`src/rtl/bp_pkg.sv`:
```
// Shared branch-predictor definitions: default geometry and the queued
// prediction record used by the branch update queue.
package bp_pkg;

    localparam int BP_PC_W  = 10;
    localparam int BP_PH_W  = 12;
    localparam int BP_DEPTH = 8;

    // Overriding PC_W/PH_W on the queue requires these widths to follow.
    typedef struct packed {
        logic [BP_PC_W-1:0] pc;
        logic [BP_PH_W-1:0] ph;
        logic               lp;
        logic               gp;
        logic               pred;
    } bq_entry_t;

endpackage

```
`src/rtl/branch_update_queue.sv`:
```
// In-order queue of in-flight branch predictions; retires the oldest entry on
// resolution and emits a registered training/recovery record one cycle later.
module branch_update_queue
    import bp_pkg::*;
#(
    parameter int DEPTH = BP_DEPTH,
    parameter int PC_W  = BP_PC_W,
    parameter int PH_W  = BP_PH_W
) (
    input  logic                    clock,
    input  logic                    reset,
    input  logic                    alloc_valid,
    output logic                    alloc_ready,
    input  logic [PC_W-1:0]         PC,
    input  logic [PH_W-1:0]         PHresult,
    input  logic                    LPresult,
    input  logic                    GPresult,
    input  logic                    PredictedBranch,
    input  logic                    resolve_valid,
    input  logic                    BranchTaken,
    output logic                    upd_valid,
    output logic                    upd_taken,
    output logic                    lp_correct,
    output logic                    gp_correct,
    output logic                    cp_train,
    output logic                    cp_dir,
    output logic                    mispredict,
    output logic [PC_W-1:0]         upd_PC,
    output logic [PH_W-1:0]         upd_PH,
    output logic [PH_W-1:0]         recover_PH,
    output logic [$clog2(DEPTH):0]  count,
    output logic                    underflow_err
);

    localparam int AW = $clog2(DEPTH);

    bq_entry_t      mem [DEPTH];
    bq_entry_t      head_e;
    bq_entry_t      wr_e;
    logic [AW:0]    head;
    logic [AW:0]    tail;
    logic           full;
    logic           alloc_fire;
    logic           retire_fire;
    logic           retire_mis;

    // Same slot index with differing wrap bits means the tail lapped the head.
    assign full        = (head[AW] != tail[AW]) && (head[AW-1:0] == tail[AW-1:0]);
    assign alloc_ready = !full;
    assign alloc_fire  = alloc_valid && alloc_ready;
    assign retire_fire = resolve_valid && (count != '0);
    assign head_e      = mem[head[AW-1:0]];
    assign retire_mis  = retire_fire && (head_e.pred != BranchTaken);

    always_comb begin
        wr_e      = '0;
        wr_e.pc   = PC;
        wr_e.ph   = PHresult;
        wr_e.lp   = LPresult;
        wr_e.gp   = GPresult;
        wr_e.pred = PredictedBranch;
    end

    always_ff @(posedge clock) begin
        if (alloc_fire) begin
            mem[tail[AW-1:0]] <= wr_e;
        end
    end

    always_ff @(posedge clock or negedge reset) begin
        if (!reset) begin
            head          <= '0;
            tail          <= '0;
            count         <= '0;
            underflow_err <= 1'b0;
        end else begin
            if (resolve_valid && (count == '0)) begin
                underflow_err <= 1'b1;
            end
            // A mispredict flushes everything younger, including a same-edge alloc.
            if (retire_mis) begin
                head  <= head + 1'b1;
                tail  <= head + 1'b1;
                count <= '0;
            end else begin
                if (alloc_fire) begin
                    tail <= tail + 1'b1;
                end
                if (retire_fire) begin
                    head <= head + 1'b1;
                end
                case ({alloc_fire, retire_fire})
                    2'b10:   count <= count + 1'b1;
                    2'b01:   count <= count - 1'b1;
                    default: count <= count;
                endcase
            end
        end
    end

    always_ff @(posedge clock or negedge reset) begin
        if (!reset) begin
            upd_valid  <= 1'b0;
            upd_taken  <= 1'b0;
            lp_correct <= 1'b0;
            gp_correct <= 1'b0;
            cp_train   <= 1'b0;
            cp_dir     <= 1'b0;
            mispredict <= 1'b0;
            upd_PC     <= '0;
            upd_PH     <= '0;
            recover_PH <= '0;
        end else begin
            upd_valid <= retire_fire;
            if (retire_fire) begin
                upd_taken  <= BranchTaken;
                lp_correct <= (head_e.lp == BranchTaken);
                gp_correct <= (head_e.gp == BranchTaken);
                cp_train   <= (head_e.lp != head_e.gp);
                cp_dir     <= (head_e.gp == BranchTaken);
                mispredict <= (head_e.pred != BranchTaken);
                upd_PC     <= head_e.pc;
                upd_PH     <= head_e.ph;
                recover_PH <= {head_e.ph[PH_W-2:0], BranchTaken};
            end
        end
    end

endmodule

```
`config.mk`:
```
export PLATFORM = sky130hd
export DESIGN_NAME = branch_update_queue
export DESIGN_NICKNAME = d
export VERILOG_FILES = /design/src/rtl/bp_pkg.sv /design/src/rtl/branch_update_queue.sv
export SDC_FILE = /design/constraint.sdc
export NUM_CORES = 1
export LEC_CHECK = 0
export ABC_AREA = 1
export BUFFER_PORTS_ARGS = -buffer_cell sky130_fd_sc_hd__buf_2
export CAP_MARGIN = 10
export CORE_ASPECT_RATIO = 0.9
export CORE_MARGIN = 2
export CORE_UTILIZATION = 56
export CTS_BUF_LIST = sky130_fd_sc_hd__clkbuf_4 sky130_fd_sc_hd__clkbuf_8
export CTS_CLUSTER_DIAMETER = 40
export CTS_CLUSTER_SIZE = 14
export DETAILED_ROUTE_END_ITERATION = 8
export GPL_ROUTABILITY_DRIVEN = 0
export GPL_TIMING_DRIVEN = 0
export PLACE_DENSITY_LB_ADDON = 0.15
export SLEW_MARGIN = 5
export SYNTH_ARGS = -nofsm -noshare
export SYNTH_HDL_FRONTEND = slang
export SYNTH_SLANG_ARGS = --single-unit
```
`constraint.sdc`:
```
create_clock -name clock -period 7.2 [get_ports clock]
set_input_delay 1.08 -clock clock [delete_from_list [all_inputs] [get_ports clock]]
set_output_delay 1.08 -clock clock [all_outputs]
set_load 0.02 [all_outputs]
```
# ---- Yosys cells after proc, flatten, opt, wreduce, memory -nomap -nowiden
# Memories as Yosys holds them, arrays and structs flattened.
# Index checks and enable logic that the tools add are counted.
dict set report word_totals {
  regBits 53
  ramBits 200
  inputBits 30
  out_inout_bits 47
  word_cells 45
  n_memories 1
}
dict set report op_classes {
  add_sub_neg 4
  eq_ne 8
  n_mux 8
  reduce_logical 11
}
# name depth width read_ports rd_clocked_by_memory_dff wr line
set memory_table {}
lappend memory_table {mem 8 25 1 0 1 branch_update_queue.sv:37} ;# bq_entry_t mem [DEPTH];
# op count
set op_table {}
lappend op_table {{4-bit 2-to-1 mux} 5}
lappend op_table {{4-bit by 1-bit adder with 4-bit output (second input constant)} 3}
lappend op_table {{4-bit one-hot mux with 2 select lines} 1}
lappend op_table {{1-bit logical AND} 5}
lappend op_table {{4-bit logical NOT} 1}
lappend op_table {{2-bit nonzero test} 2}
lappend op_table {{4-bit nonzero test} 1}
lappend op_table {{4-bit by 1-bit subtractor with 4-bit output (second input constant)} 1}
lappend op_table {{3-bit equality test} 1}
lappend op_table {{1-bit != test} 3}
lappend op_table {{3-bit nonzero test} 1}
lappend op_table {{1-bit equality test} 2}
lappend op_table {{2-bit by 1-bit equality test with 1-bit output (second input constant)} 1}
lappend op_table {{2-bit equality test (second input constant)} 1}
lappend op_table {{1-bit 2-to-1 mux} 2}
lappend op_table {{1-bit logical NOT} 1}

# ---- Logic depth before layout (Yosys ltp)
# Gate-level depths: netlist (run 1).
dict set report depth {
  ltp_word 7
  depth_mapped 17
  ltp_nobuf 16
}

# ---- Least setup slack after synthesis (run 1)
# Ideal clock, no wire load.
dict set report synth_path {
  kind {input-to-reg}
  startpoint {input port alloc_valid}
  endpoint {memory mem[6][0] (netlist name), enable pin}
  setup_time_ps 439
  t_arrival_ps 3055
  t_required_ps 6761
  path_slack_ps 3706
  cell_stages 4
  n_path_buf 0
  cell_sequence {nand2_4 -> inv_2 -> nand2_1 -> nor3_1}
}
dict set report synth_between {
  elab_chain_len 3
}
# item line
set synth_lines {}
lappend synth_lines {{start: declaration} branch_update_queue.sv:12} ;# input logic alloc_valid,
lappend synth_lines {{1-bit logical AND} branch_update_queue.sv:50} ;# assign alloc_fire = alloc_valid && alloc_ready;
lappend synth_lines {{1-bit 2-to-1 mux} branch_update_queue.sv:65} ;# if (alloc_fire) begin
lappend synth_lines {{1-bit 2-to-1 mux (not written as such)} branch_update_queue.sv:66} ;# mem[tail[AW-1:0]] <= wr_e;
lappend synth_lines {{end: declaration} branch_update_queue.sv:37}
# No other way between the ends.

# ---- Worst setup path in the final report (run 1)
dict set report layout_path {
  startpoint {register head[1]}
  endpoint {memory mem[6][10] (netlist name), enable pin}
}
dict set report layout_between {
  elab_chain_len 6
}
# item line
set layout_lines {}
lappend layout_lines {{start: declaration} branch_update_queue.sv:40} ;# logic [AW:0] head;
lappend layout_lines {{start signal: assignment} branch_update_queue.sv:82} ;# head <= head + 1'b1;
lappend layout_lines {{start signal: assignment} branch_update_queue.sv:90} ;# head <= head + 1'b1;
lappend layout_lines {{3-bit equality test} branch_update_queue.sv:48} ;# assign full = (head[AW] != tail[AW]) && (head[AW-1:0] == tail[AW-1:0]);
lappend layout_lines {{1-bit logical AND} branch_update_queue.sv:48}
lappend layout_lines {{1-bit logical NOT} branch_update_queue.sv:49} ;# assign alloc_ready = !full;
lappend layout_lines {{1-bit logical AND} branch_update_queue.sv:50}
lappend layout_lines {{1-bit 2-to-1 mux} branch_update_queue.sv:65}
lappend layout_lines {{1-bit 2-to-1 mux (not written as such)} branch_update_queue.sv:66}
# No other way between the ends.

==> results of run 1 <==
-- power groups by stage --
stage                     combinational (mW)  clock, mW  sequential (mW)
after floorplan                         1.11          0             2.04
after global placement                  1.78          0             1.96
after detailed placement                1.92          0             1.96
after CTS                               1.93       1.08             1.93
after global routing                    2.11       1.14             1.95
final                                   1.95       1.08             1.93
-- worst max path at each step --
stage / startpoint / endpoint / slack [ps] / cells past startpoint
2_1_floorplan: alloc_valid / mem[6][0] / 3710 / 4
3_3_place_gp: alloc_valid / mem[3][19] / 1820 / 4
3_5_place_dp: alloc_valid / mem[6][19] / 4120 / 6
4_1_cts: head[1] / mem[6][10] / 4350 / 11
5_1_grt: head[1] / mem[6][8] / 4210 / 11
6_report: head[1] / mem[6][10] / 4350 / 11
-- worst max-delay path: cells and delay by family, from the launching register on --
kind / cells / cell delay (ps)
and+or+nand+nor: 7 / 1390
buffers and inverters: 4 / 750
DFF: 1 / 400
-- registers in the layout (all words and copies together), names as in the netlist --
signal	flops
upd_valid	1
upd_PC	10
cp_dir	1
count	4
cp_train	1
underflow_err	1
mispredict	1
upd_PH	12
mem	200
head	4
tail	4
recover_PH	1
lp_correct	1
-- layer usage --
metal	GRT usage (%)	vias to the layer above	wire, um
li1	-	3016	-
met1	37.7	3243	9930
met2	43.6	415	11500
met3	4.09	64	2130
met4	10.1	0	685
met5	0	-	0
-- per-stage QoR --
stage | area, sq um | setup slack [ps] | util [%]
floorplan | 9670 | 3710 | -
global placement | 10300 | 1820 | 61.1
detailed placement | 10600 | 4120 | 62.6
CTS | 11200 | 4350 | 66.6
global route | 11200 | 4210 | 66.6
finish | 11200 | 4350 | 66.6
-- final cells by class --
type	count	area (sq um)
clock buffer	33	435
multi-input combinational	439	2240
tap	211	264
sequential	241	7030
fill	1242	5650
inverter	27	101
timing repair buffer	90	588
buffer	61	349
clock inverter	23	235
-- cell usage in the layout (no fill, tap or decap), types with 20 or more instances in the layout --
| master | instances |
|---|---|
| inv_1 | 21 |
| dfrtp_1 | 41 |
| o21ai_1 | 26 |
| o221ai_1 | 37 |
| edfxtp_1 | 200 |
| clkbuf_8 | 30 |
| nand2_1 | 98 |
| nor2_1 | 111 |
| clkbuf_1 | 23 |
| o21ai_0 | 92 |
| buf_4 | 20 |
| nand3_1 | 31 |
| buf_2 | 94 |
-- cells by family after synthesis --
family	count (synthesis)	synth area share (%)
xor+xnor	7	0.634
simple gates	254	10.6
fa+ha+maj	4	0.518
compound gates	174	10.9
flops	241	72.7
buf+inv	88	4.66
==> run metrics, run 1 <==
antenna violations before repair 0; flops & latches, synth 241; syn_area_per_cell 12.6 sq um; Final period util 39.6%; worst reg2reg startpoint head[1]; critical path's largest stage delay 830 ps; total grt overflow 0; Synth async-reset ratio 17.0%; hold_sp underflow_err; DR DRC count 0; Yosys top cell by area edfxtp_1; Pwr Density 441 nW/um^2; total routed wirelength 24,200 um; Comb power frac 39.3%; TNS Setup 0 ps; postcts setup bufs 0; HP Class register to register; IR drop worst, VDD 0.227 mV; clock-pin slew on the worst setup and hold paths 80 ps; post-synthesis sequential area ratio 72.7%; Final ANT Viol Nets 0; Cell variety after synth 28; startpoint class of the critical path register; clk_lat worst skew 580 ps; CTS resizes 0; Slowest-stage cell, CP nor3_2; Vias 6,738; CTS H-tree lvls 1; Mapped Nets 802; final setup vio count 0; clk_skew 18.7 ps; area grow syn2layout 16.3%; Core Rows 45; TritonCTS clock tree yes; Synth top area share 62.1%; sw power 2.02 mW; Slew HR 26.9%; top_reg_cell synth edfxtp_1; Die W 143 um; synthesized instance count 768; Req. time, crit path 7480 ps; Max Cap Viol 0; Area contributors post-synth edfxtp_1 (62%), dfrtp_1 (11%), o21ai_0 (4.8%), nor2_1 (4.5%), nand2_1 (3.8%); Sw Ratio 40.8%; DR iter-0 viols 700; crit path cell chain buf_4, inv_2, nand2_1, nand2_1, nor2_1, nand2_2, nand2_4, inv_2, nand2_1, nor3_2, buf_4; Post-Syn Area 9670 sq um; Fin Hold WS 473 ps; WS Path Type register to register; Initial Utilization 57.2%; diode count 0; Pint 2.93 mW; clk root buf clkbuf_8; # IOs 77; # nets final 924; PortBufs 76; placed cells 1,069; Syn. warnings 0; area of the core 16,900 sq um; Post-synth EDFFs 200; DRT Pass-1 Iters 7; overall power 4.96 mW; end of the worst register-to-register path mem[6][10]; share of power burned in the clock network 21.7%; Crit path top cell by count nand2_1; CP Capture Type register; CTS Buf Count 30; Final Hold Viols 0; clk buf depth 3; first-pass GRT wire length 37,000 um; Slew @ Worst Pin 1100 ps; vias in the first global route 6,573; RSZ-0062 raised after global routing no; reg2reg setup slack 4350 ps; Detail Placement HPWL 16,000 um; count leader, synth edfxtp_1; Worst Hold End underflow_err; Die Y 129 um; number of hold buffers added after CTS 0; sequential power share 39.0%; Tot GR Track Use 27.0%; hold path depth 1; layout cell share with drive strength beyond 1 22.4%; status finished, final reports clean; worst reg2reg path depth 11; most instantiated cells after synthesis edfxtp_1 (200), nor2_1 (115), nand2_1 (98); Static Leak 4.25 nW; Clock Sinks 241; Final Critical Period 2850 ps; largest net degree at the start of global routing 42; CP arrival 3130 ps; Non-Filler Instances 1,125; DR WL/cell 21.5 um; max-slew violation count 0; worst-path maximum fanout 10; Fmax 0.351 GHz; vias per cell 5.99; die area 18,300 sq um
Note: power is estimated with default switching activity, not from simulation.
==> inputs of run 2 (changes only) <==
--- a/config.mk
+++ b/config.mk
@@ -5,7 +5,7 @@
 export SDC_FILE = /design/constraint.sdc
 export NUM_CORES = 1
 export LEC_CHECK = 0
-export ABC_AREA = 1
+export ABC_AREA = 0
 export BUFFER_PORTS_ARGS = -buffer_cell sky130_fd_sc_hd__buf_2
 export CAP_MARGIN = 10
 export CORE_ASPECT_RATIO = 0.9
==> constraint.sdc (replaced) <==
create_clock -name clock -period 2.3 [get_ports clock]
set_input_delay 0.345 -clock clock [delete_from_list [all_inputs] [get_ports clock]]
set_output_delay 0.345 -clock clock [all_outputs]
set_load 0.02 [all_outputs]
==> run 2 against run 1 <==
Via count fell by 23%. Clock skew fell by 4.3 ps. Sequential share of layout area fell by 2.0 points. Clock power rose to 3.3 times the previous value. First-iteration DRC count fell by 43%. Synthesized cell count fell by 35%. Critical endpoint is now count[3]. The flow now finishes with violations (hold timing, setup timing).
==> run metrics, run 2 <==
max-slew violation count 0 (unchanged); most instantiated cells after synthesis edfxtp_1 (200), mux4_2 (50), dfrtp_1 (41); vias in the first global route 5,289 (-20%); Static Leak 4.27 nW (+0.47%); Detail Placement HPWL 11,100 um (-31%); Post-Syn Area 9490 sq um (-1.9%); Synth async-reset ratio 17.0% (unchanged); Final period util 104% (+64 points); sw power 5.37 mW (+170%); CTS Buf Count 29 (-3.3%); CTS H-tree lvls 1 (unchanged); RSZ-0062 raised after global routing yes; HP Class input port to async pin; area of the core 16,700 sq um (-1.0%); post-synthesis mux area share 15.2% (+15 points); Final Critical Period 2390 ps (-459 ps); reg2reg setup slack -90 ps (-4440 ps); dpl ws -469 ps (-4590 ps); # IOs 77 (unchanged); Synth Area in Adders 0.527% (+0.0098 points); first-pass GRT wire length 31,100 um (-16%); number of hold buffers added after CTS 0 (unchanged); main combinational cell family by area after synthesis multiplexers; DR WL/cell 23.3 um (+8.2%); # nets final 690 (-25%); syn_area_per_cell 19.1 sq um (+52%); area grow syn2layout 22.5%; most frequent cells in the layout edfxtp_1 (200), buf_2 (79), buf_4 (53); Pint 10.4 mW (+250%); Fin Hold WS -31.9 ps (-505 ps); end of the worst register-to-register path count[3]; XOR/XNOR share of the synthesized area 1.48% (+0.84 points); Simple-Gate Fraction of Synth Area 3.20% (-7.4 points); Mapped Nets 531 (-34%); flops & latches, synth 241 (unchanged); Die Y 128 um (-0.90%); die area 18,000 sq um (-1.8%); Final WS setup -92.7 ps (-4440 ps); Slew HR 29.5% (+2.6 points); clk_lat worst skew 560 ps (-20 ps); top_reg_cell synth edfxtp_1; IR drop worst, VDD 0.726 mV (+220%); Vias 5,218 (-23%); Area contributors post-synth edfxtp_1 (63%), mux4_2 (12%), dfrtp_1 (11%), mux2i_1 (2.8%), nand2_1 (1.5%); Synth top area share 63.3% (+1.2 points); share of power burned in the clock network 23.0% (+1.3 points); Non-Filler Instances 888 (-21%); Max Cap Viol 0 (unchanged); Initial Utilization 56.8% (-0.49 points); final setup vio count 28 (+28); status finished, violations left; diode count 0 (unchanged); Final ANT Viol Nets 0 (unchanged); DRT Pass-1 Iters 5 (-2); clk buf depth 3 (unchanged); Yosys top cell by area edfxtp_1; failing checks hold timing, setup timing; Req. time, crit path 2770 ps (-4710 ps); WS Path Type register to register; layout cell share with drive strength beyond 1 43.4% (+21 points); area fraction in compound gates after synthesis 3.05% (-7.9 points); Comb power frac 38.4% (-0.9 points); Clock Sinks 241 (unchanged); clk root buf clkbuf_8; worst reg2reg path depth 10 (-1); antenna violations before repair 0 (unchanged); PortBufs 76 (unchanged); startpoint class of the critical path register; commonest non-fill, non-tap cell in the layout edfxtp_1; vias per cell 5.88 (-1.9%); clk_skew 14.4 ps (-4.31 ps); utilization after layout 69.5% (+2.9 points); TritonCTS clock tree yes; Setup crit end count[3]; Fmax 0.418 GHz (+19%); placed cells 787 (-26%); DR DRC count 0 (unchanged); clock-pin slew on the worst setup and hold paths 80 ps (about the same); Slew @ Worst Pin 1060 ps (-38.7 ps); Pwr Density 1350 nW/um^2 (+210%); Crit. Startpoint head[0]; total grt overflow 0 (unchanged); Sw Ratio 34.1% (-6.7 points); Syn. warnings 0 (unchanged); sequential power share 38.6% (-0.4 points); CP Capture Type register; worst-path maximum fanout 7 (-3); Cell variety after synth 41 (+46%); total routed wirelength 20,700 um (-15%); post-synthesis sequential area ratio 74.1% (+1.4 points); Core Rows 45 (unchanged); TNS Setup -827 ps (-827 ps); DR iter-0 viols 401 (-43%); Die W 141 um (-0.91%); worst reg2reg startpoint head[0]; Final Hold Viols 37 (+37); synthesized instance count 497 (-35%); CP arrival 2870 ps (-260 ps); Tot GR Track Use 23.6% (-3.4 points); Largest register FFs 200 (unchanged); Post-synth EDFFs 200 (unchanged); count leader, synth edfxtp_1; largest net degree at the start of global routing 42 (unchanged)
[run 2: cell types whose count changed after synthesis, moves of 9 or more]
cell | before | now
o21ai_1 | 26 | 0
inv_1 | 21 | 1
clkbuf_1 | 23 | 10
o22ai_1 | 9 | 0
nand3_1 | 31 | 1
nor2_1 | 115 | 14
mux2i_1 | 0 | 27
nand2_1 | 98 | 39
o221ai_1 | 37 | 0
mux4_2 | 0 | 50
o21ai_0 | 92 | 29
[run 2: worst min path at each step]
stage | endpoint | slack (ps) | cells after the start
after floorplan | count[0] | 50 | 0
after global placement | underflow_err | 440 | 1
after detailed placement | underflow_err | 450 | 1
after CTS | upd_PH[1] | 3 | 1
after global routing | mem[2][15] | 30 | 1
final | cp_train | -30 | 1
[run 2: cell families after synthesis]
kind of cell | Yosys count
simple gates | 69
compound gates | 46
fa+ha+maj | 4
xor+xnor | 16
flops | 241
mux | 80
buf+inv | 41
[run 2: through the flow]
stage,power (mW),area (sq um),hold slack (ps)
6_report,15.7,11600,-31.9
4_1_cts,15.5,11400,2.95
2_1_floorplan,9.84,9620,49.4
3_3_place_gp,11.2,10300,437
5_1_grt,16.4,11600,30.1
3_5_place_dp,11.4,10300,447
[run 2: per-layer routing]
| metal | vias to the layer above | wire (um) | track usage, % |
|---|---|---|---|
| met5 | - | 0 | 0 |
| met4 | 0 | 510 | 6.65 |
| met3 | 39 | 1200 | 4.16 |
| met2 | 180 | 9980 | 37.7 |
| met1 | 2719 | 9010 | 34.2 |
| li1 | 2280 | - | - |
[run 2: what timing repair did]
item	CTS	global route
gates resized for setup	20	27
pin swaps	17	8
gates cloned	5	0
setup endpoints to repair	227	98
setup buffers	29	15
[run 2: power by group through the flow]
stage               clock (mW)  combinational, mW  sequential, mW
finish                    3.61               6.04            6.07
global route              3.82               6.47            6.15
CTS                       3.65               5.76            6.05
detailed placement           0               5.26            6.15
global placement             0               5.13            6.11
floorplan                    0               3.45            6.39
[run 2: layout make-up]
cell class                 count  area (sq um)
sequential                   241          7030
fill                        1051          5100
multi-input combinational    220          2430
timing repair buffer         123           866
clock buffer                  30           407
clock inverter                22           308
buffer                        39           300
tap                          211           264
inverter                       2          12.5
[run 2: worst max-delay path, stage by stage (launching register included)]
cell and delay (ps):
dfrtp_1 420, buf_12 150, xor2_2 180, o41a_1 420
buf_6 160, nor2_4 100, ha_4 140, a21boi_4 190
a21oi_2 80, or3_1 350, o211ai_1 110
==> inputs of run 3 (changes only) <==
--- a/config.mk
+++ b/config.mk
@@ -8,7 +8,7 @@
 export ABC_AREA = 0
 export BUFFER_PORTS_ARGS = -buffer_cell sky130_fd_sc_hd__buf_2
 export CAP_MARGIN = 10
-export CORE_ASPECT_RATIO = 0.9
+export CORE_ASPECT_RATIO = 1.2
 export CORE_MARGIN = 2
 export CORE_UTILIZATION = 56
 export CTS_BUF_LIST = sky130_fd_sc_hd__clkbuf_4 sky130_fd_sc_hd__clkbuf_8
==> run 3 against run 2 <==
The flow still finishes with violations (hold timing, setup timing). Largest power group is now combinational logic. Setup slack got worse by 78 ps. Non-clock buffer count increased by 6. Via count increased by 1.2%.
==> run metrics, run 3 (synthesis gave the netlist of run 2 again) <==
status finished, violations left; failing checks hold timing, setup timing; total routed wirelength 21,000 um (+1.5%); Final period util 107% (+3.4 points); HP Class input port to async pin; clock-pin slew on the worst setup and hold paths 80 ps (about the same); total grt overflow 0 (unchanged); Pint 10.2 mW (-1.6%); sw power 5.32 mW (-0.84%); clk buf depth 3 (unchanged); area of the core 16,700 sq um (about the same); Max Cap Viol 0 (unchanged); commonest non-fill, non-tap cell in the layout edfxtp_1; share of power burned in the clock network 20.9% (-2.1 points); startpoint class of the critical path register; antenna violations before repair 1 (+1); clk root buf clkbuf_8; CTS Buf Count 26 (-10%); Slew HR 28.4% (-1.0 points); first-pass GRT wire length 31,400 um (+0.77%); PortBufs 76 (unchanged); Largest register FFs 200 (unchanged); DR iter-0 viols 384 (-4.2%); Die W 123 um (-13%); worst reg2reg path depth 11 (+1); die area 18,000 sq um (about the same); largest net degree at the start of global routing 42 (unchanged); Final WS setup -170 ps (-77.7 ps); number of hold buffers added after CTS 0 (unchanged); diode count 0 (unchanged); Req. time, crit path 2730 ps (-40 ps); Final Hold Viols 15 (-59%); Static Leak 4.26 nW (-0.11%); placed cells 793 (+0.76%); reg2reg setup slack -170 ps (-80 ps); TNS Setup -581 ps (+246 ps); layout cell share with drive strength beyond 1 44.5% (+1.1 points); dpl ws -591 ps (-122 ps); area of the multi-input gates 2500 sq um (+2.7%); Fmax 0.405 GHz (-3.1%); end of the worst register-to-register path count[2]; WS Path Type register to register; area grow syn2layout 23.1%; Vias 5,279 (+1.2%); Pwr Density 1330 nW/um^2 (-1.8%); CTS H-tree lvls 1 (unchanged); FF+latch area 7030 sq um (unchanged); Slew @ Worst Pin 1070 ps (+15.6 ps); CP arrival 2900 ps (+30 ps); sequential power share 39.1% (+0.5 points); CP Capture Type register; Sw Ratio 34.3% (+0.17 points); worst reg2reg startpoint tail[0]; TritonCTS clock tree yes; # nets final 694 (+0.58%); vias in the first global route 5,392 (+1.9%); worst-path maximum fanout 8 (+1); Comb power frac 40.0% (+1.6 points); DR WL/cell 23.5 um (+0.78%); Initial Utilization 56.8% (about the same); DR DRC count 0 (unchanged); Core Rows 52 (+16%); vias per cell 5.90 (+0.49%); RSZ-0062 raised after global routing yes; # fillers 1,056 (+0.48%); IR drop worst, VDD 0.819 mV (+13%); Detail Placement HPWL 11,600 um (+4.4%); Clock Sinks 241 (unchanged); # IOs 77 (unchanged); final setup vio count 13 (-54%); Final ANT Viol Nets 0 (unchanged); DRT Pass-1 Iters 4 (-1); clk_skew 13.5 ps (-0.814 ps); Crit. Startpoint tail[0]; Non-Filler Instances 894 (+0.68%); placed instance area 10,300 sq um (about the same); max-slew violation count 0 (unchanged); Tot GR Track Use 24.0% (+0.44 points); clk_lat worst skew 550 ps (about the same); Final Critical Period 2470 ps (+77.7 ps); Fin Hold WS -19.2 ps (+12.7 ps); Setup crit end count[2]; Die Y 147 um (+15%); most frequent cells in the layout edfxtp_1 (200), buf_2 (80), buf_4 (52); Design Area, Final 11,700 sq um (+0.52%)
[run 3: cell count changes in the layout (fill, tap and decap cells not counted), sizes merged]
cell | before | now
bufinv | 6 | 4
inv | 9 | 6
clkbuf | 42 | 46
clkinv | 5 | 2
clkinvlp | 4 | 5
buf | 150 | 154
[run 3: metal layers]
| layer | track usage (%) | vias up | share of wire, % |
|---|---|---|---|
| met5 | 0 | - | 0.033 |
| met1 | 32.5 | 2739 | 38 |
| met3 | 3.40 | 41 | 6.6 |
| met2 | 40.7 | 215 | 52 |
| li1 | - | 2282 | - |
| met4 | 7.13 | 2 | 2.5 |
[run 3: layout make-up]
cell class              instances  area share, %
clock buffers                  32           3.56
plain buffers                  39           2.54
repair buffers                129           8.05
well taps                     216           2.31
clock inverters                14           1.79
multi-input cells             220           21.4
inverters                       2         0.0964
repair inverters                1         0.0643
flip-flops and latches        241           60.2
[run 3: timing repair]
item	CTS	global route
pin swaps	22	13
setup endpoints to repair	223	223
gates resized for setup	29	25
cloned	6	0
hold endpoints to repair	0	0
buffers inserted	33	16
[run 3: worst min-delay path by stage]
stage	endpoint
finish	upd_PH[0]
global route	upd_PH[0]
CTS	upd_PH[0]
detailed placement	underflow_err
global placement	underflow_err
floorplan	count[0]
[run 3: critical path: stages (launching register included)]
cell       delay (ps)
dfrtp_1           410
buf_8             160
xor2_4            160
o41a_1            440
buf_6             150
or3_4             340
nand2_4            90
ha_4              150
o21ai_2            60
mux2i_1           180
o2bb2ai_1         140
nor3_1             80
[run 3: power by group through the flow]
stage          Combinational (mW)  Sequential (mW)  Clock [mW]
2_1_floorplan                3.45             6.39           0
3_3_place_gp                 5.06             6.09           0
3_5_place_dp                 5.25             6.15           0
4_1_cts                      5.86             6.06        3.29
5_1_grt                      6.65             6.15        3.46
6_report                     6.21             6.07        3.24
[run 3: per-stage QoR]
| stage | util [%] | total power [mW] |
|---|---|---|
| 2_1_floorplan | - | 9.84 |
| 3_3_place_gp | 61.4 | 11.1 |
| 3_5_place_dp | 61.8 | 11.4 |
| 4_1_cts | 68.3 | 15.2 |
| 5_1_grt | 69.9 | 16.3 |
| 6_report | 69.9 | 15.5 |
